`config.mk`:
```
export PLATFORM = sky130hd
export DESIGN_NAME = botsw_ireplica_ocp_ctrl
export DESIGN_NICKNAME = d
export VERILOG_FILES = /design/src/rtl/botsw_ireplica_ocp_ctrl.sv
export SDC_FILE = /design/constraint.sdc
export NUM_CORES = 1
export LEC_CHECK = 0
export CAP_MARGIN = 30
export CORE_MARGIN = 2
export CORE_UTILIZATION = 55
export DETAILED_ROUTE_END_ITERATION = 10
export DONT_BUFFER_PORTS = 1
export PLACE_DENSITY = 0.67
export SLEW_MARGIN = 0
export SYNTH_ARGS = -nofsm -noshare
export SYNTH_HDL_FRONTEND = slang
export SYNTH_SLANG_ARGS = --single-unit
```
`constraint.sdc`:
```
create_clock -name clk -period 2.3 [get_ports clk]
set_input_delay 0.345 -clock clk [delete_from_list [all_inputs] [get_ports clk]]
set_output_delay 0.345 -clock clk [all_outputs]
set_load 0.02 [all_outputs]
```
`src/rtl/botsw_ireplica_ocp_ctrl.sv`:
```
// botsw_ireplica_ocp_ctrl
// Bottom-switch replica current-sense controller: gates the PWM command to
// the bottom driver, blanks the turn-on edge, trips on debounced overcurrent,
// retries after a timed off period and latches off after repeated trips.
// The per-pulse peak replica code is reported at the end of each pulse.
// Optional feature macro: BOTSW_OCP_ZCD_EN adds diode-emulation zero-cross
// turn-off (zc_thresh input, zc_off output).
module botsw_ireplica_ocp_ctrl #(
  parameter int W         = 8,
  parameter int BLANK_CYC = 16,
  parameter int DEB_CNT   = 3,
  parameter int RETRY_CYC = 1024,
  parameter int MAX_RETRY = 4
) (
  input  logic         clk,
  input  logic         rst_n,
  input  logic         enable,
  input  logic         gate_req,
  input  logic         isense_valid,
  input  logic [W-1:0] isense_code,
  input  logic [W-1:0] oc_limit,
  input  logic         fault_clr,
`ifdef BOTSW_OCP_ZCD_EN
  input  logic [W-1:0] zc_thresh,
  output logic         zc_off,
`endif
  output logic         gate_en,
  output logic         oc_fault,
  output logic         latched,
  output logic [3:0]   fault_cnt,
  output logic [W-1:0] ipeak,
  output logic         ipeak_valid
);

  localparam int BW = $clog2(BLANK_CYC + 1);
  localparam int DW = $clog2(DEB_CNT + 1);
  localparam int RW = $clog2(RETRY_CYC + 1);
  localparam logic [BW-1:0] BLANK_LD = BW'(BLANK_CYC);
  localparam logic [DW-1:0] DEB_LD   = DW'(DEB_CNT);
  localparam logic [RW-1:0] RETRY_LD = RW'(RETRY_CYC);
  localparam logic [3:0]    MAX_LD   = 4'(MAX_RETRY);

  typedef enum logic [2:0] {
    IDLE  = 3'd0,
    BLANK = 3'd1,
    SENSE = 3'd2,
    TRIP  = 3'd3,
    RETRY = 3'd4,
    LATCH = 3'd5
  } state_t;

  state_t         state;
  logic           gate_req_q;
  logic [BW-1:0]  blank_cnt;
  logic [DW-1:0]  deb_cnt;
  logic [RW-1:0]  retry_cnt;
  logic [W-1:0]   limit_q;
  logic [W-1:0]   peak;

  logic           rise;
  logic           over;
  logic [DW-1:0]  deb_inc;
  logic           trip_hit;
  logic           zc_hit;
  logic [W-1:0]   peak_next;
  logic [3:0]     fault_inc;

  // Per-cycle decode of the current sample against the captured limit
  always_comb begin
    rise      = gate_req && !gate_req_q;
    over      = (isense_code >= limit_q);
    deb_inc   = deb_cnt + DW'(1);
    trip_hit  = isense_valid && over && (deb_inc == DEB_LD);
    peak_next = (isense_valid && (isense_code > peak)) ? isense_code : peak;
    fault_inc = (fault_cnt == 4'hF) ? fault_cnt : fault_cnt + 4'd1;
`ifdef BOTSW_OCP_ZCD_EN
    zc_hit    = isense_valid && (isense_code <= zc_thresh);
`else
    zc_hit    = 1'b0;
`endif
  end

  // Protection state machine with registered gate and status outputs
  always_ff @(posedge clk) begin
    if (!rst_n) begin
      state       <= IDLE;
      gate_req_q  <= 1'b1;
      blank_cnt   <= '0;
      deb_cnt     <= '0;
      retry_cnt   <= '0;
      limit_q     <= '0;
      peak        <= '0;
      gate_en     <= 1'b0;
      oc_fault    <= 1'b0;
      latched     <= 1'b0;
      fault_cnt   <= 4'd0;
      ipeak       <= '0;
      ipeak_valid <= 1'b0;
`ifdef BOTSW_OCP_ZCD_EN
      zc_off      <= 1'b0;
`endif
    end else begin
      gate_req_q  <= gate_req;
      ipeak_valid <= 1'b0;
`ifdef BOTSW_OCP_ZCD_EN
      zc_off      <= 1'b0;
`endif
      if (!enable) begin
        state     <= IDLE;
        gate_en   <= 1'b0;
        oc_fault  <= 1'b0;
        latched   <= 1'b0;
        fault_cnt <= 4'd0;
        blank_cnt <= '0;
        deb_cnt   <= '0;
        retry_cnt <= '0;
      end else begin
        if (fault_clr) begin
          fault_cnt <= 4'd0;
          oc_fault  <= 1'b0;
        end
        case (state)
          IDLE: begin
            gate_en <= 1'b0;
            if (rise) begin
              state     <= BLANK;
              gate_en   <= 1'b1;
              blank_cnt <= BLANK_LD;
              limit_q   <= oc_limit;
              peak      <= '0;
              deb_cnt   <= '0;
            end
          end
          BLANK: begin
            if (!gate_req) begin
              state   <= IDLE;
              gate_en <= 1'b0;
            end else if (blank_cnt <= BW'(1)) begin
              state     <= SENSE;
              blank_cnt <= '0;
            end else begin
              blank_cnt <= blank_cnt - BW'(1);
            end
          end
          SENSE: begin
            if (isense_valid) begin
              peak    <= peak_next;
              deb_cnt <= over ? deb_inc : '0;
            end
            if (trip_hit) begin
              state       <= TRIP;
              gate_en     <= 1'b0;
              oc_fault    <= 1'b1;
              fault_cnt   <= fault_inc;
              ipeak       <= peak_next;
              ipeak_valid <= 1'b1;
              deb_cnt     <= '0;
            end else if (zc_hit || !gate_req) begin
              state       <= IDLE;
              gate_en     <= 1'b0;
              ipeak       <= peak_next;
              ipeak_valid <= 1'b1;
              deb_cnt     <= '0;
`ifdef BOTSW_OCP_ZCD_EN
              zc_off      <= zc_hit;
`endif
            end
          end
          TRIP: begin
            gate_en <= 1'b0;
            if (!fault_clr && (fault_cnt >= MAX_LD)) begin
              state   <= LATCH;
              latched <= 1'b1;
            end else begin
              state     <= RETRY;
              retry_cnt <= RETRY_LD;
            end
          end
          RETRY: begin
            gate_en <= 1'b0;
            if (retry_cnt <= RW'(1)) begin
              state     <= IDLE;
              retry_cnt <= '0;
            end else begin
              retry_cnt <= retry_cnt - RW'(1);
            end
          end
          LATCH: begin
            gate_en <= 1'b0;
            if (fault_clr) begin
              state   <= IDLE;
              latched <= 1'b0;
            end
          end
          default: begin
            state   <= IDLE;
            gate_en <= 1'b0;
          end
        endcase
      end
    end
  end

endmodule

```
# After elaboration in Yosys (flattened, before gate mapping)
# Cells that the tools add are included.
[totals] input_bits=22 out_inout_bits=16 regBits=54 wordCells=107
[classes] n_addsub=4 eq_ne=19 n_reduce_logical=22 order_cmp=5 muxes=44
[ops] op="$mux 8" count=5
[ops] op="$mux 11" count=2
[ops] op="$pmux 11 s2" count=1
[ops] op="$mux 3" count=7
[ops] op="$pmux 3 s6" count=1
[ops] op="$reduce_and 3->1" count=6
[ops] op="$mux 4" count=4
[ops] op="$pmux 8 s2" count=1
[ops] op="$mux 5" count=3
[ops] op="$ne 2x2->1 const B" count=7
[ops] op="$le 11x1->1 const B" count=1
[ops] op="$mux 1" count=11
[ops] op="$sub 11x1->11 const B" count=1
[ops] op="$mux 2" count=5
[ops] op="$pmux 5 s2" count=1
[ops] op="$ne 3x3->1 const B" count=3
[ops] op="$ge 8x8->1" count=1
[ops] op="$gt 8x8->1" count=1
[ops] op="$reduce_bool 2->1" count=4
[ops] op="$eq 3x2->1 const B" count=2
[ops] op="$eq 3x3->1 const B" count=2
[ops] op="$le 5x1->1 const B" count=1
[ops] op="$logic_and 1x1->1" count=5
[ops] op="$reduce_and 5->1" count=1
[ops] op="other kinds (16)" count=18

# Longest topological paths before layout
# Gate-level depths: netlist of run 1.
[depth] depth_word=6 mapped_depth=9 ltp_nobuf=8

# Worst setup path before layout of run 1
# OpenSTA, ideal clock, no wires.
[synth_timing] kind="input to register" startpoint="input isense_code[0]" endpoint="register fault_cnt[3]" path_stages=9 slack_ns=0.218 arrival_time_ns=1.958 path_cell_list="inv_1 > ha_1 > nand2b_1 > a2111o_1 > a21oi_1 > or3_1 > clkbuf_1 > a21o_1 > nor3_1"
[synth_via] elab_chain_cells=5
[synth_lines] element="start, declared" line_no="20" source="input logic [W-1:0] isense_code,"
[synth_lines] element="$ge 8x8->1 (*)" line_no="71" source="over = (isense_code >= limit_q);"
[synth_lines] element="$logic_and 1x1->1 (*) (2 in a row)" line_no="73" source="trip_hit = isense_valid && over && (deb_inc == DEB_LD);"
[synth_lines] element="$mux 4" line_no="150" source="if (trip_hit) begin"
[synth_lines] element="$mux 4" line_no="122" source="case (state)"
[synth_lines] element="end signal, assigned" line_no="154" source="fault_cnt <= fault_inc;"
[synth_lines] element="end, declared" line_no="30" source="output logic [3:0] fault_cnt,"
# Every way passes the cells marked *; elsewhere a longest branch is shown, timed or not.
# A chain may end at the register's enable or synchronous reset.

# Worst setup path in the final report of run 1
[layout_timing] startpoint="register limit_q[7]" endpoint="register fault_cnt[0]"
[layout_via] elab_chain_cells=5
[layout_lines] element="start, declared" line_no="57" source="logic [W-1:0] limit_q;"
[layout_lines] element="start signal, assigned" line_no="129" source="limit_q <= oc_limit;"
[layout_lines] element="$ge 8x8->1 (*)" line_no="71"
[layout_lines] element="$logic_and 1x1->1 (*) (2 in a row)" line_no="73"
[layout_lines] element="$mux 4" line_no="150"
[layout_lines] element="$mux 4" line_no="122"
# Marked as above.

==> impl_results.md, run 1 <==
- CTS buffer count: 5
- Hold WC Path Type: in2reg
- H-tree depth: 2
- Async SR Flop Fraction: 0
- Minimum clock period: 2.125 ns
- Clock buffer depth: 2
- Most used DFF post-synth: dfxtp_1
- Setup tns final: 0 ns
- Total Nets Final: 395
- Measured slew at the worst slew-check pin: 0.6048 ns
- Cell variety after synth: 49
- Initial antenna violation count: 0
- Cell count after placement: 414
- Slew headroom: 0.5958
- Initial Utilization: 0.5735
- Non-filler cells, final: 422
- Final Hold Fails: 0
- Sequential Area: 0.001081 mm²
- Post-synth EDFFs: 0
- Area Overhead vs Synth: 8.277%
- Reg clk slew, reported paths: 0.09 ns
- Number of global-route vias before repair: 2332
- Syn Inst Count: 344
- Req. time, crit path: 2.54 ns
- # DRC: 0
- Post-Route WL: 6014 µm
- # diodes: 0
- Mapped Nets: 388
- CP max FO: 8
- Num ports: 38
- TritonRoute pass-1 iters: 4
- RSZ-0062 raised after global routing: false
- Setup crit start kind: flip-flop
- Synth Area per Inst: 8.569 µm²
- Max cap viols: 0
- GRT Overall Usage: 0.2178
- Avg Vias per Cell: 5.765
- Setup Skew: 0.004007 ns
- Multi-input gate area: 0.001749 mm²
- Initial DRC Count: 80
- DP HPWL: 4505 µm
- Final setup fails: 0
- Global placer's final weighted congestion: 0.7901
- CP Capture Type: flip-flop
- Global-route wire length before repair: 10720 µm
- Mapped Area: 0.002948 mm²
- Final slew viol count: 0
- Skew-Pair Late Insertion Delay: 0.30 ns
- GRT overflow: 0
- Run status: completed
- IO buf count: 0
- DR vias: 2433
- Wire per inst: 14.25 µm
- Synth warn: 0
- Pleak: 1.244 nW
- Max frequency: 470.6 MHz
- Final antenna-violating net count: 0
- Die Height: 77.21 µm
- Placeable Area: 0.005140 mm²
- CTS tree: built
- Clock sinks: 54
- WS Path Type: reg2reg
- Final worst-path cycle share: 0.9240
- Overall power: 0.001692 W
- Hold slack: 0.1103 ns
- Share of layout cells above drive strength 1: 0.07955
- Root Buffer: clkbuf_8
- VDD IR max: 0.3730 mV
- Largest net degree at the start of global routing: 22
- Fillers: 492
- Seq/Total Area, Yosys: 0.3667
- WP data arrival: 2.37 ns
- Pwr dens: 530.0 mW/mm²
- Hold-fix buffers at CTS: 0
- Post-synthesis register bit count: 54
- Die area: 0.005961 mm²
- Site Rows: 26
- Die Span X: 77.21 µm
metal layers:
layer | vias up | global-route usage | share of wire
met5 | - | 0 | 0
met4 | 0 | 0.04286 | 0.0048
met3 | 4 | 0.05294 | 0.043
met2 | 40 | 0.3391 | 0.43
met1 | 1133 | 0.3076 | 0.53
li1 | 1256 | - | -
cells in the final DEF, fill, tap and decap left out, drive strengths merged, types with 3 or more instances in the layout:
cell,count
o21ai,22
mux2i,19
nand3,9
nand2b,5
dfxtp,54
ha,22
o211ai,3
nand4,4
nor2,28
a31oi,8
nand3b,5
nor2b,11
a22o,8
clkbuf,5
a21oi,36
buf,10
and2,4
nand2,25
a311oi,3
inv,24
nor3,14
or3,4
nor4,4
path summary, 6_finish.rpt:
| kind | startpoint | to | slack (ns) | cells past startpoint |
|---|---|---|---|---|
| max | limit_q[7]$_SDFFE_PN0P_ | fault_cnt[0]$_SDFFE_PN0P_ | 0.17 | 8 |
| min | rst_n | gate_req_q$_SDFF_PN1_ | 0.11 | 1 |
| max reg2reg | limit_q[7]$_SDFFE_PN0P_ | fault_cnt[0]$_SDFFE_PN0P_ | 0.17 | 8 |
| min reg2reg | deb_cnt[1]$_SDFFE_PN0P_ | deb_cnt[1]$_SDFFE_PN0P_ | 0.48 | 2 |
report_power, final:
part           switching, W  internal (W)
combinational     0.0000668     0.0000532
clock              0.000308      0.000321
sequential       0.00000358      0.000940
total              0.000378       0.00131
registers in the layout, summed over array words and instances (netlist names), 2 cells and up:
signal / count
blank_cnt: 5
ipeak: 8
deb_cnt: 2
state: 3
limit_q: 8
fault_cnt: 4
retry_cnt: 11
peak: 8
cells in the mapped netlist, types with 2 or more instances:
cell type	count	area share
nor2_1	28	0.036
ha_1	22	0.093
nand2_1	25	0.032
a21oi_1	36	0.061
nand3_1	9	0.015
nand4_1	4	0.0085
o21a_1	2	0.0051
a31oi_1	8	0.017
dfxtp_1	54	0.37
nor2b_1	11	0.023
o211a_1	2	0.0068
inv_1	23	0.029
nor4_1	3	0.0064
a311oi_1	3	0.0089
o211ai_1	2	0.0051
a22o_1	8	0.024
o21ai_1	14	0.024
nand3b_1	5	0.013
mux2i_1	19	0.065
o21ai_0	7	0.012
clkbuf_1	8	0.010
nand2b_1	5	0.011
buf_2	2	0.0034
a211oi_1	2	0.0051
o31ai_1	2	0.0051
nor3_1	12	0.020
and2_1	4	0.0085
or3_1	3	0.0064
logic make-up (layout without fill, tap and decap cells):
logic type,Yosys count,in the layout,share of synthesized area
AND/OR/NAND/NOR,119,119,0.2135
AO/OA/AOI/OAI,96,96,0.2177
flip-flops,54,54,0.3667
buffers and inverters,34,42,0.04414
adder cells (fa/ha/maj),22,22,0.09338
multiplexers,19,19,0.06452
metrics by stage:
step | setup WS (ns) | util | area (µm²)
finish | 0.1749 | 0.6210 | 3192
global route | 0.02677 | 0.6210 | 3192
CTS | 0.1548 | 0.6185 | 3179
detailed placement | 0.1383 | 0.5974 | 3070
global placement | 0.1490 | 0.5974 | 3070
floorplan | 0.2179 | - | 2948
worst max-delay path, stage by stage (launching register included):
cell     delay (ns)
dfxtp_1        0.34
inv_1          0.04
ha_1           0.30
nand4_1        0.10
a21oi_1        0.16
a21oi_1        0.15
or3_1          0.46
or3_1          0.39
a31oi_1        0.12
layout make-up:
class | instances | area share
Multi-Input combinational cell | 256 | 0.5480
Timing Repair Buffer | 10 | 0.02352
Inverter | 24 | 0.02822
Clock buffer | 5 | 0.02156
Sequential cell | 54 | 0.3387
Clock inverter | 3 | 0.01254
Tap cell | 70 | 0.02744
repair_timing:
| action | CTS | global route |
|---|---|---|
| setup buffers | 0 | 0 |
| setup endpoints to repair | 0 | 9 |
| gates resized for setup | 0 | 2 |
Note: power is estimated with default switching activity, not from simulation.
==> run 2, diff against run 1 <==
--- a/config.mk
+++ b/config.mk
@@ -7,10 +7,10 @@
 export LEC_CHECK = 0
 export CAP_MARGIN = 30
 export CORE_MARGIN = 2
-export CORE_UTILIZATION = 55
+export CORE_UTILIZATION = 63
 export DETAILED_ROUTE_END_ITERATION = 10
 export DONT_BUFFER_PORTS = 1
-export PLACE_DENSITY = 0.67
+export PLACE_DENSITY = 0.76
 export SLEW_MARGIN = 0
 export SYNTH_ARGS = -nofsm -noshare
 export SYNTH_HDL_FRONTEND = slang
==> impl_results.md, run 2 (synthesis gave the netlist of run 1 again) <==
- Die Span X: 72.41 µm (-6.2%)
- Root Buffer: clkbuf_8
- Final setup fails: 0 (unchanged)
- TritonRoute pass-1 iters: 4 (unchanged)
- Clock buffer depth: 2 (unchanged)
- # diodes: 0 (unchanged)
- Clock sinks: 54 (unchanged)
- Final antenna-violating net count: 0 (unchanged)
- CTS buffer count: 5 (unchanged)
- Post-route worst setup slack: 0.1982 ns (+0.02329 ns)
- Number of global-route vias before repair: 2256 (-3.3%)
- Share of layout cells above drive strength 1: 0.07955 (unchanged)
- Req. time, crit path: 2.55 ns (about the same)
- Post-Route WL: 5895 µm (-2.0%)
- Initial Utilization: 0.6633 (+0.08977)
- Run status: completed
- Final Hold Fails: 0 (unchanged)
- Setup Skew: 0.005302 ns (+0.001295 ns)
- Total Nets Final: 395 (unchanged)
- Initial DRC Count: 95 (+19%)
- Hold WC Path Type: in2reg
- Slew headroom: 0.6073 (+0.01150)
- Final slew viol count: 0 (unchanged)
- Global-route wire length before repair: 10360 µm (-3.4%)
- Most common cell after layout, fill and taps aside: dfxtp_1
- Wire per inst: 14.59 µm (+2.4%)
- Site Rows: 24 (-7.7%)
- Max cap viols: 0 (unchanged)
- Largest Register: retry_cnt
- Initial antenna violation count: 0 (unchanged)
- IO buf count: 0 (unchanged)
- # DRC: 0 (unchanged)
- Placeable Area: 0.004444 mm² (-14%)
- GRT overflow: 0 (unchanged)
- Most frequent cells in the layout: dfxtp_1, a21oi_1, nor2_1, nand2_1, inv_1
- Critical path's most frequent cell: a21oi_1
- Hold wc startpoint: rst_n
- CP startpoint: limit_q[7]$_SDFFE_PN0P_
- CP delay by family, top: simple AND/OR/NAND/NOR gates
- Max frequency: 475.8 MHz (+1.1%)
- GRT Overall Usage: 0.2466 (+0.02883)
- Final worst-path cycle share: 0.9138 (-0.01013)
- Area Overhead vs Synth: 7.513%
- Crit path buf inv count: 1 (unchanged)
- Global placer's final weighted congestion: 0.8399 (+6.3%)
- Hold slack: 0.1053 ns (-0.005071 ns)
- DR vias: 2463 (+1.2%)
- Num ports: 38 (unchanged)
- Pleak: 1.240 nW (-0.38%)
- Largest register FFs: 11 (unchanged)
- Area after DPL: 0.003048 mm² (-0.73%)
- Largest net degree at the start of global routing: 22 (unchanged)
- Setup crit start kind: flip-flop
- Skew-Pair Late Insertion Delay: 0.31 ns (about the same)
- Worst reg2reg path startpoint: limit_q[7]$_SDFFE_PN0P_
- CP max FO: 8 (unchanged)
- Die Height: 72.41 µm (-6.2%)
- Die area: 0.005242 mm² (-12%)
- RSZ-0062 raised after global routing: false
- Avg Vias per Cell: 6.097 (+5.7%)
- Measured slew at the worst slew-check pin: 0.5845 ns (-0.02029 ns)
- Critical path cell sequence: inv_1 > ha_1 > nand4_1 > a21oi_1 > a21oi_1 > or3_4 > or3_1 > a31oi_1
- WS Path Type: reg2reg
- Crit-path slowest cell: or3_4
- VDD IR max: 0.4018 mV (+7.7%)
- H-tree depth: 2 (unchanged)
- WP data arrival: 2.35 ns (-0.02 ns)
- CP Capture Type: flip-flop
- CTS tree: built
- Design area: 0.003169 mm² (-0.71%)
- Pre-CTS WS: 0.1413 ns (+0.002978 ns)
- DP HPWL: 4431 µm (-1.6%)
- Hold-fix buffers at CTS: 0 (unchanged)
- Post-CTS Setup Bufs: 0 (unchanged)
- Slowest stage delay, CP: 0.40 ns (-0.06 ns)
- Setup tns final: 0 ns (unchanged)
- Pwr dens: 540.6 mW/mm² (+2.0%)
- Minimum clock period: 2.102 ns (-0.02329 ns)
- Reg clk slew, reported paths: 0.10 ns (about the same)
run 2: repair_timing:
item	in CTS	in global routing
gates resized for setup	0	1
setup endpoints to repair	0	2
endpoints found under the hold margin	0	0
run 2: per-stage QoR:
stage	total power (W)	util	cells
floorplan	0.001060	-	344
global placement	0.001081	0.6858	396
detailed placement	0.001083	0.6858	396
CTS	0.001721	0.7120	404
global route	0.001780	0.7131	404
finish	0.001713	0.7131	404
run 2: layout make-up:
cell class                      instances  area (µm²)
Clock buffer                            5       68.82
Tap cell                               52       65.06
Inverter                               24       90.09
Timing Repair Buffer                   10       75.07
Fill cell                             379        1275
Multi-Input combinational cell        256        1742
Sequential cell                        54        1081
Clock inverter                          3       47.55
run 2: final timing paths:
check / to / slack [ns] / cells after the start
worst max-delay path: fault_cnt[0]$_SDFFE_PN0P_ / 0.20 / 8
worst max register to register: fault_cnt[0]$_SDFFE_PN0P_ / 0.20 / 8
worst min register to register: deb_cnt[0]$_SDFFE_PN0P_ / 0.49 / 2
worst min-delay path: gate_req_q$_SDFF_PN1_ / 0.11 / 1
run 2: metal layers:
| layer | GRT usage | vias up | routed length [µm] |
|---|---|---|---|
| li1 | - | 1269 | - |
| met1 | 0.3582 | 1139 | 3083 |
| met2 | 0.3782 | 50 | 2542 |
| met3 | 0.04306 | 5 | 218 |
| met4 | 0.06790 | 0 | 50 |
| met5 | 0 | - | 0 |
run 2: report_power, final:
group          total (W)  switching [W]  leakage, nW  internal (W)
combinational   0.000116      0.0000632        0.746     0.0000533
sequential      0.000945     0.00000541        0.435      0.000940
clock           0.000652       0.000321       0.0587      0.000330
total            0.00171       0.000390         1.24       0.00132
run 2: worst register-to-register path, delay by kind of cell, from the launching register on:
family,cells,cell delay [ns]
buffers and inverters,1,0.05
AO/OA/AOI/OAI,3,0.50
adder cells (fa/ha/maj),1,0.30
AND/OR/NAND/NOR,3,0.84
flip-flops,1,0.35
